### config.mk
export PLATFORM = sky130hd
export DESIGN_NAME = red_pitaya_asg_trig_cond
export DESIGN_NICKNAME = d
export VERILOG_FILES = /design/src/rtl/red_pitaya_asg_pkg.sv /design/src/rtl/red_pitaya_trig_holdoff.sv /design/src/rtl/red_pitaya_asg_trig_cond.sv
export SDC_FILE = /design/constraint.sdc
export NUM_CORES = 1
export LEC_CHECK = 0
export BUFFER_PORTS_ARGS = -buffer_cell sky130_fd_sc_hd__buf_4
export CAP_MARGIN = 10
export CORE_ASPECT_RATIO = 2
export CORE_MARGIN = 4
export CORE_UTILIZATION = 40
export CTS_CLUSTER_DIAMETER = 30
export DETAILED_ROUTE_END_ITERATION = 7
export GPL_ROUTABILITY_DRIVEN = 0
export PLACE_DENSITY_LB_ADDON = 0.1
export RECOVER_POWER = 100
export SETUP_SLACK_MARGIN = 0.5
export SLEW_MARGIN = 30
export SYNTH_ARGS = -nofsm -noshare
export SYNTH_HDL_FRONTEND = slang
export SYNTH_SLANG_ARGS = --single-unit
export TNS_END_PERCENT = 10
### constraint.sdc
create_clock -name dac_clk_i -period 2.9 [get_ports dac_clk_i]
set_input_delay 0.145 -clock dac_clk_i [delete_from_list [all_inputs] [get_ports dac_clk_i]]
set_output_delay 0.145 -clock dac_clk_i [all_outputs]
set_load 0.02 [all_outputs]
### src/rtl/red_pitaya_asg_pkg.sv
// Shared types for the ASG trigger conditioning stage.
package red_pitaya_asg_pkg;

  typedef enum logic [2:0] {
    TRIG_NONE  = 3'd0,
    TRIG_SW    = 3'd1,
    TRIG_EXT_R = 3'd2,
    TRIG_EXT_F = 3'd3
  } trig_src_t;

  typedef enum logic {
    HO_IDLE = 1'b0,
    HO_HOLD = 1'b1
  } ho_state_t;

endpackage

### src/rtl/red_pitaya_trig_holdoff.sv
// One trigger channel: source decode, holdoff FSM, drop counter, output pulse.
module red_pitaya_trig_holdoff
  import red_pitaya_asg_pkg::*;
#(
  parameter int HOW = 32,
  parameter int DRW = 16
) (
  input  logic           clk,
  input  logic           rst,
  input  logic           sw_trig,
  input  logic           ext_rise,
  input  logic           ext_fall,
  input  logic [2:0]     src,
  input  logic [HOW-1:0] holdoff,
  output logic           trig,
  output logic           busy,
  output logic [DRW-1:0] drop
);

  localparam logic [HOW-1:0] HCNT_ZERO = {HOW{1'b0}};
  localparam logic [HOW-1:0] HCNT_ONE  = {{(HOW-1){1'b0}}, 1'b1};
  localparam logic [DRW-1:0] DROP_ZERO = {DRW{1'b0}};
  localparam logic [DRW-1:0] DROP_MAX  = {DRW{1'b1}};
  localparam logic [DRW-1:0] DROP_ONE  = {{(DRW-1){1'b0}}, 1'b1};

  ho_state_t      state;
  logic [HOW-1:0] hcnt;
  logic           evt;

  // Reserved selector codes fall into the default and never fire.
  always_comb begin
    evt = 1'b0;
    case (src)
      TRIG_SW:    evt = sw_trig;
      TRIG_EXT_R: evt = ext_rise;
      TRIG_EXT_F: evt = ext_fall;
      default:    evt = 1'b0;
    endcase
  end

  // Holdoff length is captured at acceptance so later register writes cannot stretch it.
  always_ff @(posedge clk) begin
    if (rst) begin
      state <= HO_IDLE;
      hcnt  <= HCNT_ZERO;
      trig  <= 1'b0;
      busy  <= 1'b0;
      drop  <= DROP_ZERO;
    end else begin
      trig <= 1'b0;
      case (state)
        HO_IDLE: begin
          if (evt) begin
            trig <= 1'b1;
            hcnt <= holdoff;
            if (holdoff != HCNT_ZERO) begin
              state <= HO_HOLD;
              busy  <= 1'b1;
            end
          end
        end
        HO_HOLD: begin
          hcnt <= hcnt - HCNT_ONE;
          if (hcnt == HCNT_ONE) begin
            state <= HO_IDLE;
            busy  <= 1'b0;
          end
          if (evt && (drop != DROP_MAX)) begin
            drop <= drop + DROP_ONE;
          end
        end
        default: begin
          state <= HO_IDLE;
          busy  <= 1'b0;
        end
      endcase
    end
  end

endmodule

### src/rtl/red_pitaya_asg_trig_cond.sv
// Trigger conditioning ahead of the ASG: sync + debounce of the external pin,
// edge detection, and two independent holdoff channels.
module red_pitaya_asg_trig_cond
  import red_pitaya_asg_pkg::*;
#(
  parameter int DBW = 20,
  parameter int HOW = 32,
  parameter int DRW = 16
) (
  input  logic           dac_clk_i,
  input  logic           dac_rst_i,
  input  logic           ext_trig_i,
  input  logic           sw_trig_a_i,
  input  logic           sw_trig_b_i,
  input  logic [2:0]     src_a_i,
  input  logic [2:0]     src_b_i,
  input  logic [DBW-1:0] deb_len_i,
  input  logic [HOW-1:0] holdoff_a_i,
  input  logic [HOW-1:0] holdoff_b_i,
  output logic           trig_a_o,
  output logic           trig_b_o,
  output logic           busy_a_o,
  output logic           busy_b_o,
  output logic           ext_lvl_o,
  output logic [31:0]    ext_cnt_o,
  output logic [DRW-1:0] drop_a_o,
  output logic [DRW-1:0] drop_b_o
);

  localparam logic [DBW-1:0] DCNT_ZERO = {DBW{1'b0}};
  localparam logic [DBW-1:0] DCNT_ONE  = {{(DBW-1){1'b0}}, 1'b1};

  logic           s1;
  logic           s2;
  logic           lvl;
  logic           lvl_q;
  logic [DBW-1:0] dcnt;
  logic           rise;
  logic           fall;

  assign rise      = lvl & ~lvl_q;
  assign fall      = ~lvl & lvl_q;
  assign ext_lvl_o = lvl;

  // A new level is adopted only after D+1 consecutive agreeing samples on s2.
  always_ff @(posedge dac_clk_i) begin
    if (dac_rst_i) begin
      s1        <= 1'b0;
      s2        <= 1'b0;
      lvl       <= 1'b0;
      lvl_q     <= 1'b0;
      dcnt      <= DCNT_ZERO;
      ext_cnt_o <= 32'd0;
    end else begin
      s1    <= ext_trig_i;
      s2    <= s1;
      lvl_q <= lvl;
      if (s2 == lvl) begin
        dcnt <= DCNT_ZERO;
      end else if (dcnt >= deb_len_i) begin
        lvl  <= s2;
        dcnt <= DCNT_ZERO;
      end else begin
        dcnt <= dcnt + DCNT_ONE;
      end
      if (rise) begin
        ext_cnt_o <= ext_cnt_o + 32'd1;
      end
    end
  end

  red_pitaya_trig_holdoff #(.HOW(HOW), .DRW(DRW)) u_ch_a (
    .clk      (dac_clk_i),
    .rst      (dac_rst_i),
    .sw_trig  (sw_trig_a_i),
    .ext_rise (rise),
    .ext_fall (fall),
    .src      (src_a_i),
    .holdoff  (holdoff_a_i),
    .trig     (trig_a_o),
    .busy     (busy_a_o),
    .drop     (drop_a_o)
  );

  red_pitaya_trig_holdoff #(.HOW(HOW), .DRW(DRW)) u_ch_b (
    .clk      (dac_clk_i),
    .rst      (dac_rst_i),
    .sw_trig  (sw_trig_b_i),
    .ext_rise (rise),
    .ext_fall (fall),
    .src      (src_b_i),
    .holdoff  (holdoff_b_i),
    .trig     (trig_b_o),
    .busy     (busy_b_o),
    .drop     (drop_b_o)
  );

endmodule
==> flow_summary.toml <==
[sta]
fin_crit_ns = 2.47
setup_viol = 0
tns_ns = 0
max_slew.worst_pin.slew_ns = 2.12
rsz0062_at_grt = "true"
hold_viol_final = 0
slew_viol_final = 44
fin_ws_ns = 0.428
final.period_utilization_pct = 85.2
fin_skew_ns = 0.00989
max-slew-margin-rel_pct = -41.5
fmax_mhz = 405

[setup_path]
arrival_ns = 2.83
setup.worst_path.start_class = "register"
path_class = "register to register"
worstPathMaxFanout = 8
endpoint_kind = "register"
required_ns = 3.25

[power]
p_leak_uw = 0.00381
max-vdd-ir-drop_v = 0.000540
power_density_nw_per_um2 = 494

[clock_tree]
post_cts_buffers = 0
cts_buffer_depth = 2
cts.sinks = 158
h-tree-depth = 4
cts_tree = "yes"
cts_made_buffers = 17
cts.clk_slew.worst_paths_ns = 0.06
cts-root-buf = "clkbuf_16"
worstSkewPairLatency_ns = 0.44

[routing]
wl_per_cell_um = 16.9
drt_iter0_markers = 459
wl_um = 25400
drt_first_pass_iters = 5
ant_nets = 0
drc = 0
dr_total_vias = 8452
vias_per_cell = 5.63

[place]
dpl.hpwl_um = 18900
port_buffers = 163
dp_slack_ns = 0.625

[final_layout]
diodes = 0
drive_gt1_share_pct = 12.7
layout_commonest_cell = "dfxtp_1"
final_nets = 1346
layout_common_cells = "dfxtp_1, nor2_1, buf_4, clkbuf_1, a21oi_1"
area_delta_synth_final_pct = 27.1

[logic_synthesis]
synth_seq_cells = 158
synth_edf_count = 0
yosys.cell_types.count = 64
netlist_instances = 1024
async_reset_ff_share_pct = 0
avgSynthCellArea_um2 = 8.22
yosysSeqAreaShare_pct = 37.6
mappedNetlistNets = 1147
yosysWarningCount = 0
synthFlopType = "dfxtp_1"
syn_area_um2 = 8410

[die]
dieWidth_um = 111
dieArea_um2 = 23600
io_pins = 164
core_area_um2 = 20600
fp.dieH_um = 213
rows = 74
start_util_pct = 40.9

[global_routing]
grt_max_degree = 63
grt_pass1_wl_um = 41900
grt.overflow.total = 0
antenna_found_initial = 0
grt_pass1_vias = 8465
track_usage_pct = 21.7

[status]
violations = "capacitance limit, slew limit"
status = "complete, but fails checks"

[flow_run]
drv_cap = 1

[worst_hold_path]
hp-class = "input pin to register"
Yosys cell counts, types with 10 or more instances:
| master | number | area [um^2] |
|---|---|---|
| a211oi_1 | 12 | 90.1 |
| a21oi_1 | 61 | 305 |
| a311oi_1 | 10 | 87.6 |
| a31oi_1 | 25 | 156 |
| and2_1 | 10 | 62.6 |
| and3_1 | 10 | 62.6 |
| and4_1 | 11 | 96.3 |
| clkbuf_1 | 45 | 169 |
| dfxtp_1 | 158 | 3160 |
| ha_1 | 28 | 350 |
| inv_1 | 42 | 158 |
| nand2_1 | 60 | 225 |
| nand3_1 | 49 | 245 |
| nand4_1 | 37 | 231 |
| nor2_1 | 137 | 514 |
| nor3_1 | 39 | 195 |
| nor4_1 | 38 | 238 |
| o211ai_1 | 14 | 105 |
| o21ai_0 | 21 | 105 |
| o311ai_0 | 11 | 96.3 |
| or3_1 | 20 | 125 |
| or4_1 | 14 | 105 |
| xnor2_1 | 45 | 394 |
| xor2_1 | 29 | 254 |
through the flow:
stage	utilization (%)	hold slack [ns]	instance area (um^2)	std cells	total power, uW
after CTS	53.5	0.00189	11000	1501	5360
after detailed placement	48.8	0.415	10000	1432	3020
final	52.0	0.0270	10700	1501	5280
after global routing	52.0	0.0144	10700	1501	5530
after floorplan	-	0.226	8410	1024	2740
after global placement	48.8	0.412	10000	1432	3020
worst max-delay path: stages, from the launching register on:
cell and delay, ns:
dfxtp_1 0.36, or3_1 0.46, nor4_2 0.71, nand3_1 0.31
or3_1 0.37, a31oi_1 0.18
final cells by class:
class	count	area [um^2]
Clock buffer	26	519
Clock inverter	5	77.6
Fill cell	2126	9860
Inverter	43	161
Multi-Input combinational cell	777	4920
Sequential cell	158	3160
Tap cell	266	333
Timing Repair Buffer	226	1520
layer usage:
layer	vias up	track usage, %	routed length, um
met3	67	5.02	1050
met1	3967	22.3	9710
met5	-	0	0
li1	4191	-	-
met2	227	40.5	13500
met4	0	11.1	1130
worst paths after layout:
check / from / to / slack [ns] / depth (start not counted)
worst min register to register: s1 / s2 / 0.45 / 1
worst min-delay path: holdoff_a_i[14] / u_ch_a.hcnt[14] / 0.03 / 3
worst max-delay path: u_ch_a.hcnt[7] / u_ch_a.hcnt[25] / 0.43 / 5
worst max register to register: u_ch_a.hcnt[7] / u_ch_a.hcnt[25] / 0.43 / 5
state kept, by name (all words and copies together), names as in the netlist, 16 cells and up:
name         cells
u_ch_a.drop     16
u_ch_a.hcnt     32
u_ch_b.drop     16
ext_cnt_o       32
dcnt            20
u_ch_b.hcnt     32
power by group:
group / internal [uW] / switching, uW
registers: 2230 / 55.6
clock network: 1400 / 875
logic: 314 / 410
total: 3940 / 1340
timing repair:
action / CTS / global route
hold buffers: 38 / 0
gates resized for setup: 0 / 1
endpoints found under the setup margin: 0 / 4
hold endpoints to repair: 38 / 0
kinds of logic after synthesis:
logic type / share of synthesized area, %
simple gates: 30.0
fa+ha+maj: 4.16
compound gates: 16.0
xor+xnor: 7.70
mux: 0.610
flops: 37.6
buf+inv: 3.99
Power figures use the tool's default switching activity.
